File: config.mk
export PLATFORM = sky130hd
export DESIGN_NAME = debounce_multicanal_flat
export DESIGN_NICKNAME = d
export VERILOG_FILES = /design/src/rtl/debounce_multicanal_if.sv /design/src/rtl/debounce_multicanal.sv /design/src/flat_wrapper.sv
export SDC_FILE = /design/constraint.sdc
export NUM_CORES = 1
export LEC_CHECK = 0
export ABC_AREA = 1
export CAP_MARGIN = 30
export CORE_ASPECT_RATIO = 2
export CORE_MARGIN = 3
export CORE_UTILIZATION = 41
export DETAILED_ROUTE_END_ITERATION = 6
export PLACE_DENSITY = 0.66
export SKIP_CTS_REPAIR_TIMING = 1
export SLEW_MARGIN = 20
export SYNTH_ARGS = -nofsm -noshare
export SYNTH_HDL_FRONTEND = slang
export SYNTH_SLANG_ARGS = --single-unit
export TNS_END_PERCENT = 1
File: constraint.sdc
create_clock -name clk -period 3.1 [get_ports clk]
set_clock_uncertainty 0.2 [all_clocks]
set_input_delay 0.93 -clock clk [delete_from_list [all_inputs] [get_ports clk]]
set_output_delay 0.93 -clock clk [all_outputs]
set_load 0.1 [all_outputs]
File: src/rtl/debounce_multicanal_if.sv
// -----------------------------------------------------------------------------
// debounce_multicanal_if
//   Bundle of the per-channel key signals exchanged between the key source
//   (board/testbench) and the debouncer.
//   chave   : raw asynchronous key inputs (master -> slave)
//   sinal   : debounced level, 1 = pressed (slave -> master)
//   subida  : one-cycle pulse, press accepted
//   descida : one-cycle pulse, release accepted
//   evento  : one-cycle pulse, press or auto-repeat
// -----------------------------------------------------------------------------
interface debounce_multicanal_if #(
    parameter int N_CANAIS = 4
);
    logic [N_CANAIS-1:0] chave;
    logic [N_CANAIS-1:0] sinal;
    logic [N_CANAIS-1:0] subida;
    logic [N_CANAIS-1:0] descida;
    logic [N_CANAIS-1:0] evento;

    modport master (
        output chave,
        input  sinal,
        input  subida,
        input  descida,
        input  evento
    );

    modport slave (
        input  chave,
        output sinal,
        output subida,
        output descida,
        output evento
    );
endinterface

File: src/rtl/debounce_multicanal.sv
// -----------------------------------------------------------------------------
// debounce_multicanal
//   N-channel key debouncer: per channel a 2-FF synchroniser, a stability
//   counter that accepts a new level only after DEBOUNCE_CYC consecutive
//   cycles, registered press/release pulses and optional auto-repeat on evento.
// Ports
//   clk   : system clock, all logic on posedge
//   rst_n : synchronous reset, active-low
//   bus   : debounce_multicanal_if.slave (chave in; sinal/subida/descida/evento out)
//
// Repeat phase (per channel)
//   state      | meaning
//   FASE_DELAY | waiting REPEAT_DELAY cycles after the accepted press
//   FASE_RATE  | emitting a repeat every REPEAT_RATE cycles
// -----------------------------------------------------------------------------
module debounce_multicanal #(
    parameter int N_CANAIS     = 4,
    parameter int DEBOUNCE_CYC = 140000,
    parameter int ATIVO_BAIXO  = 0,
    parameter int REPEAT_EN    = 0,
    parameter int REPEAT_DELAY = 25000000,
    parameter int REPEAT_RATE  = 5000000
) (
    input logic                  clk,
    input logic                  rst_n,
    debounce_multicanal_if.slave bus
);

    localparam int RMAX = (REPEAT_DELAY > REPEAT_RATE) ? REPEAT_DELAY : REPEAT_RATE;
    localparam int CW   = $clog2(DEBOUNCE_CYC + 1);
    localparam int RW   = $clog2(RMAX + 1);

    localparam logic [CW-1:0] DEB_TC  = CW'(DEBOUNCE_CYC - 1);
    localparam logic [RW-1:0] DLY_TC  = RW'(REPEAT_DELAY - 1);
    localparam logic [RW-1:0] RATE_TC = RW'(REPEAT_RATE - 1);
    localparam logic          INV     = (ATIVO_BAIXO != 0);
    localparam logic          REP     = (REPEAT_EN != 0);

    typedef enum logic {
        FASE_DELAY = 1'b0,
        FASE_RATE  = 1'b1
    } fase_t;

    logic [N_CANAIS-1:0] p;
    logic [N_CANAIS-1:0] sinal_v;
    logic [N_CANAIS-1:0] subida_v;
    logic [N_CANAIS-1:0] descida_v;
    logic [N_CANAIS-1:0] evento_v;

    // Polarity correction: from here on 1 always means pressed.
    assign p = bus.chave ^ {N_CANAIS{INV}};

    for (genvar g = 0; g < N_CANAIS; g++) begin : g_canal
        logic          s1_q;
        logic          s2_q;
        logic          sinal_q;
        logic          subida_q;
        logic          descida_q;
        logic          evento_q;
        logic [CW-1:0] cnt_q;
        logic [RW-1:0] rcnt_q;
        fase_t         fase_q;
        logic          aceita;
        logic          rep_tc;

        // New level has been stable long enough: it is taken on this edge.
        assign aceita = (s2_q != sinal_q) && (cnt_q == DEB_TC);
        assign rep_tc = (fase_q == FASE_DELAY) ? (rcnt_q == DLY_TC) : (rcnt_q == RATE_TC);

        always_ff @(posedge clk) begin
            if (!rst_n) begin
                s1_q      <= 1'b0;
                s2_q      <= 1'b0;
                sinal_q   <= 1'b0;
                subida_q  <= 1'b0;
                descida_q <= 1'b0;
                evento_q  <= 1'b0;
                cnt_q     <= '0;
                rcnt_q    <= '0;
                fase_q    <= FASE_DELAY;
            end else begin
                s1_q      <= p[g];
                s2_q      <= s1_q;
                subida_q  <= 1'b0;
                descida_q <= 1'b0;
                evento_q  <= 1'b0;

                // Any return to the current level restarts the stability count.
                if (s2_q == sinal_q) begin
                    cnt_q <= '0;
                end else if (aceita) begin
                    sinal_q   <= s2_q;
                    cnt_q     <= '0;
                    subida_q  <= s2_q;
                    descida_q <= ~s2_q;
                    evento_q  <= s2_q;
                end else begin
                    cnt_q <= cnt_q + CW'(1);
                end

                // Accepting a release on a would-be repeat edge suppresses the
                // repeat; accepting a press restarts the delay phase.
                if (!REP || !sinal_q || aceita) begin
                    rcnt_q <= '0;
                    fase_q <= FASE_DELAY;
                end else if (rep_tc) begin
                    evento_q <= 1'b1;
                    rcnt_q   <= '0;
                    fase_q   <= FASE_RATE;
                end else begin
                    rcnt_q <= rcnt_q + RW'(1);
                end
            end
        end

        assign sinal_v[g]   = sinal_q;
        assign subida_v[g]  = subida_q;
        assign descida_v[g] = descida_q;
        assign evento_v[g]  = evento_q;
    end

    assign bus.sinal   = sinal_v;
    assign bus.subida  = subida_v;
    assign bus.descida = descida_v;
    assign bus.evento  = evento_v;

endmodule
File: src/flat_wrapper.sv
// flat-port wrapper written by rule: the top's interface ports become plain ports
module debounce_multicanal_flat 
#(
    parameter int N_CANAIS     = 4,
    parameter int DEBOUNCE_CYC = 140000,
    parameter int ATIVO_BAIXO  = 0,
    parameter int REPEAT_EN    = 0,
    parameter int REPEAT_DELAY = 25000000,
    parameter int REPEAT_RATE  = 5000000
)
  (clk, rst_n, bus_chave, bus_sinal, bus_subida, bus_descida, bus_evento);
  debounce_multicanal_if #(.N_CANAIS(N_CANAIS)) bus_i ();
  input logic clk;
  input logic rst_n;
  input wire logic [$bits(bus_i.chave)-1:0] bus_chave;
  output wire logic [$bits(bus_i.sinal)-1:0] bus_sinal;
  output wire logic [$bits(bus_i.subida)-1:0] bus_subida;
  output wire logic [$bits(bus_i.descida)-1:0] bus_descida;
  output wire logic [$bits(bus_i.evento)-1:0] bus_evento;
  assign bus_i.chave = bus_chave;
  assign bus_sinal = bus_i.sinal;
  assign bus_subida = bus_i.subida;
  assign bus_descida = bus_i.descida;
  assign bus_evento = bus_i.evento;
  debounce_multicanal #(.N_CANAIS(N_CANAIS), .DEBOUNCE_CYC(DEBOUNCE_CYC), .ATIVO_BAIXO(ATIVO_BAIXO), .REPEAT_EN(REPEAT_EN), .REPEAT_DELAY(REPEAT_DELAY), .REPEAT_RATE(REPEAT_RATE)) u_core (.clk(clk), .rst_n(rst_n), .bus(bus_i));
endmodule
==> impl_metrics.ini, run 1 <==
[critical_path]
crit_type = reg -> out
worstRegToRegCells = 6
cp_top_family = flip-flops
r2r_slack_ps = 1170
max_stage_delay_ps = 400
worstReg2RegStart = u_core.g_canal[2].cnt_q[0]
start_kind = flip-flop
cpMaxStageDelayCell = dfxtp_1
required_ps = 1970
crit_chain = buf_4
path_buf_inv = 1
cp_max_fo = 3
crit_start = u_core.g_canal[2].sinal_q
timing.rr.end = u_core.g_canal[2].cnt_q[12]
critPathCaptureType = primary output
cp.arrival_ps = 1060

[cells_and_area]
stdcell_count = 772
design_area_sq_um = 4820
fin_util_pct = 47.2
drive_gt1_share_pct = 7.38
final_nets = 642
antenna_cells = 0
area_growth_pct = 10.8

[place]
dp_hpwl_mm = 6.56
gp_congestion = 0.865
place_inst = 756
place_ws_ps = 644
port_buffers = 21
postPlaceCellArea_sq_um = 4530

[logic_synthesis]
syn_avg_cell_area_sq_um = 7.02
synth_common_cells = nand2_1 (151), nor2_1 (128), dfxtp_1 (92), inv_1 (72), nand3_1 (37)
ys_top_cells_by_area = dfxtp_1 (42%), nand2_1 (13%), nor2_1 (11%), inv_1 (6.2%), nand3_1 (4.3%)
synthCells = 620
async_flop_share_pct = 0
synth_nets = 630
ys_ff_latch = 92
yosysUniqueCellTypes = 24
synthFlopType = dfxtp_1
synth_edf_count = 0
synth_area_leader_cell = dfxtp_1
syn_area_sq_um = 4350
synth-seq-area-share_pct = 42.3
synth_top_area_share_pct = 42.3
ys.warnings.count = 0
synthMostInstantiatedCell = nand2_1

[global_routing]
track_usage_pct = 15.4
grt_pass1_vias = 3504
antenna_found_initial = 0
grt-ovfl-total = 0
grt_pass1_wl_mm = 14.4
grt_max_degree = 19

[timing]
maxSlewViolCount = 0
finalSetupViolations = 0
fin_ws_ps = 911
finalSetupTns_ps = 0
worst_slew_pin_slew_ps = 504
max-slew-margin-rel_pct = 66.3
finalCriticalPeriod_ps = 2190
hold_viol = 0
hold_ws_ps = 215
max_freq_mhz = 457
rsz0062_at_grt = false
period_share_pct = 70.6

[flow_run]
drv_cap = 0

[power_and_ir_drop]
internal_power_mw = 1.83
p_leak_nw = 1.64
power_density_nw_per_um2 = 478
p_comb_share_pct = 1.3
p_clk_share_pct = 46.9
vdd_drop_max_uv = 296
total_power_mw = 2.30
switching_power_uw = 477
seqPwrFrac_pct = 51.8
netSwitchingFraction_pct = 20.7

[cts]
clock_latency_ps = 340
cts_htree_levels = 3
cts_tree = done
clock-sinks = 92
clk_pin_slew_worst_paths_ps = 60
cts.path.max_buffers = 2
cts_root_buf = clkbuf_16
cts_buffers = 9

[run_status]
status = complete, no violations

[drt]
drt_iter0_drc = 120
wl_met3_um = 235
num_vias = 3619
wl_met1_mm = 3.45
wire_per_inst_um = 11.1
drt_pre_antenna_iters = 6
ant_nets = 0
drc_errors = 0
met2RoutedLength_mm = 4.67
highest_layer = met4
routed_wl_mm = 8.57
vias_per_cell = 4.69

[hold_path]
hold_end = u_core.g_canal[3].s2_q
holdCritStartpoint = u_core.g_canal[3].s1_q
hold_path_class = reg -> reg
hold_depth = 2

[floorplanning]
design.core.area_sq_um = 10200
die_width_um = 78.9
initial_core_util_pct = 42.6
die_y_um = 152
dieArea_sq_um = 12000
ios = 22
num_rows = 52
==> worst max-delay path by stage <==
stage | endpoint | slack, ps | cells past startpoint
CTS | bus_sinal[0] | 880 | 1
finish | bus_sinal[2] | 910 | 1
global route | u_core.g_canal[3].cnt_q[14] | 820 | 4
global placement | u_core.g_canal[3].cnt_q[14] | 650 | 4
detailed placement | u_core.g_canal[3].cnt_q[14] | 640 | 4
floorplan | u_core.g_canal[0].cnt_q[17] | 1290 | 5
==> final cells by class <==
type                            count  area [sq um]
Fill cell                        1067          5390
Clock inverter                      6          62.6
Sequential cell                    92          1840
Clock buffer                       10           229
Tap cell                          135           169
Inverter                           73           274
Multi-Input combinational cell    434          2070
Timing Repair Buffer               22           178
==> flip-flops by register name, indices dropped and copies added, names as in the netlist <==
name	cells
u_core.g_canal.sinal_q	4
u_core.g_canal.descida_q	4
u_core.g_canal.s2_q	4
u_core.g_canal.subida_q	4
u_core.g_canal.cnt_q	72
u_core.g_canal.s1_q	4
==> cells in the final DEF (no fill, tap or decap) <==
| master | Yosys | routed |
|---|---|---|
| nor2_1 | 128 | 128 |
| nand2_2 | 1 | 1 |
| o21ai_0 | 8 | 8 |
| nand3_4 | 1 | 1 |
| nor3_1 | 14 | 14 |
| buf_4 | 16 | 17 |
| nand4_1 | 13 | 13 |
| o21ai_4 | 2 | 2 |
| dfxtp_1 | 92 | 92 |
| a21oi_1 | 31 | 31 |
| xor2_1 | 19 | 19 |
| clkbuf_16 | 0 | 9 |
| inv_1 | 72 | 72 |
| inv_6 | 0 | 2 |
| clkbuf_1 | 1 | 1 |
| bufinv_16 | 0 | 1 |
| clkdlybuf4s50_1 | 0 | 5 |
| ha_1 | 4 | 4 |
| or2_2 | 4 | 4 |
| nor2_4 | 2 | 2 |
| o21bai_1 | 1 | 1 |
| clkinv_2 | 0 | 3 |
| xnor2_1 | 13 | 13 |
| or2_0 | 1 | 1 |
| inv_2 | 1 | 1 |
| nand2_1 | 151 | 151 |
| nand3_1 | 37 | 37 |
| nand3_2 | 4 | 4 |
==> routing by layer <==
metal	vias to the layer above	track usage (%)
li1	1934	-
met1	1631	15.0
met2	39	29.5
met3	15	3.55
met4	0	7.92
met5	-	0
==> power groups by stage <==
| stage | clock network (mW) | registers, mW | logic [mW] |
|---|---|---|---|
| 5_1_grt | 1.16 | 1.19 | 0.0343 |
| 4_1_cts | 1.11 | 1.19 | 0.0305 |
| 3_3_place_gp | 0 | 1.22 | 0.0299 |
| 3_5_place_dp | 0 | 1.22 | 0.0304 |
| 2_1_floorplan | 0 | 1.22 | 0.0195 |
| 6_report | 1.08 | 1.19 | 0.0297 |
==> cell families after synthesis <==
family | count (synthesis) | synth area share (%)
compound gates | 42 | 5.41
xor+xnor | 32 | 6.44
flops | 92 | 42.3
buf+inv | 94 | 10.2
fa+ha+maj | 4 | 1.15
simple gates | 356 | 34.5
Power figures use the tool's default switching activity.
==> inputs of run 2 (changes only) <==
- PLACE_DENSITY: 0.66 -> 0.68
- clock period: 3.1 -> 1.8 ns (I/O delays scaled with it)
==> run 2 against run 1 <==
Against the previous run: sequential share of layout area fell by 2.8 points; combinational power rose by 120%; cell count up 1.9%; non-clock buffer count grew 15.
==> impl_metrics.ini, run 2 (synthesis gave the netlist of run 1 again) <==
[global_routing]
grt_max_degree = 19
antenna_found_initial = 0
track_usage_pct = 16.1
grt-ovfl-total = 0
grt_pass1_wl_mm = 15.3
grt_pass1_vias = 3693

[floorplanning]
initial_core_util_pct = 42.6
ios = 22
dieArea_sq_um = 12000
num_rows = 52
die_width_um = 78.9
design.core.area_sq_um = 10200
die_y_um = 152

[cells_and_area]
regMostFlops = u_core.g_canal.cnt_q
fill_cells = 995
final_cell_mix = nand2_1 (151), nor2_1 (125), dfxtp_1 (92)
drive_gt1_share_pct = 10.3
area_growth_pct = 19.7
fin_util_pct = 51.0
final_nets = 657
final_common_cell = nand2_1
antenna_cells = 0
largest_register_ffs = 72

[drt]
drc_errors = 0
wire_per_inst_um = 11.4
vias_per_cell = 4.79
num_vias = 3768
drt_iter0_drc = 158
routed_wl_mm = 8.94
drt_pre_antenna_iters = 5
ant_nets = 0

[cts]
clock-sinks = 92
clock_latency_ps = 340
clk_pin_slew_worst_paths_ps = 70
cts_buffers = 9
cts_htree_levels = 3
cts_root_buf = clkbuf_16
cts.path.max_buffers = 2
cts_tree = done

[critical_path]
cpMaxStageDelayCell = dfxtp_1
start_kind = flip-flop
cp_top_family = flip-flops
cp.arrival_ps = 1010
max_stage_delay_ps = 460
cp_max_fo = 3
required_ps = 1060
critPathCaptureType = primary output
crit_chain = buf_12
path_buf_inv = 1
crit_type = reg -> out

[timing]
maxSlewViolCount = 0
finalCriticalPeriod_ps = 1750
max_freq_mhz = 573
worst_slew_pin_slew_ps = 409
period_share_pct = 97.0
hold_viol = 0
finalSetupViolations = 0
max-slew-margin-rel_pct = 72.5

[power_and_ir_drop]
power_density_nw_per_um2 = 780
vdd_drop_max_uv = 538
p_leak_nw = 1.78
total_power_mw = 4.06

[place]
dp_hpwl_mm = 6.70
gp_congestion = 0.848
port_buffers = 21

[flow_run]
drv_cap = 0

[run_status]
status = complete, no violations

[hold_path]
hold_path_class = reg -> reg
==> run 2: cell types whose count changed in the layout (fill, tap and decap cells not counted), moves of 2 or more <==
cell | before | now
clkinvlp_4 | 0 | 2
clkbuf_8 | 0 | 2
buf_12 | 0 | 19
clkinv_2 | 3 | 1
nor2_1 | 128 | 125
nor2_2 | 0 | 3
buf_4 | 17 | 13
==> run 2: layout make-up <==
class                      instances  area [sq um]  area share (%)
multi-input combinational        434          2080            40.0
timing repair buffer              37           528            10.1
sequential                        92          1840            35.4
inverter                          73           274            5.26
tap                              135           169            3.24
clock buffer                      11           253            4.85
clock inverter                     5          58.8            1.13
==> run 2: stage by stage <==
| step | cells | hold WS, ps | area (sq um) | TNS [ps] | setup WS (ps) |
|---|---|---|---|---|---|
| floorplan | 620 | 190 | 4350 | 0 | 170 |
| global placement | 769 | 203 | 4840 | -11620 | -221 |
| detailed placement | 769 | 201 | 4840 | -13660 | -255 |
| CTS | 785 | 216 | 5150 | -201 | -30.2 |
| global route | 787 | 238 | 5210 | -3.67 | -3.67 |
| finish | 787 | 213 | 5210 | 0 | 53.5 |
==> run 2: routing by layer <==
metal	up-vias	wire length, um	global-route usage [%]
li1	1968	-	-
met1	1724	3430	15.6
met2	58	5020	31.5
met3	18	240	2.96
met4	0	259	8.35
met5	-	0	0
==> run 2: path summary, 6_finish.rpt <==
kind	cells after the start	slack (ps)	endpoint	startpoint
max	1	50	bus_sinal[2]	u_core.g_canal[2].sinal_q
max reg2reg	7	130	u_core.g_canal[0].cnt_q[16]	u_core.g_canal[0].cnt_q[1]
min reg2reg	2	210	u_core.g_canal[3].s2_q	u_core.g_canal[3].s1_q
min	2	210	u_core.g_canal[3].s2_q	u_core.g_canal[3].s1_q
==> run 2: report_power, final <==
group	total [mW]	switching [mW]	internal, mW
clock network	1.94	0.789	1.15
registers	2.05	0.00661	2.05
logic	0.0648	0.0352	0.0296
total	4.06	0.831	3.23
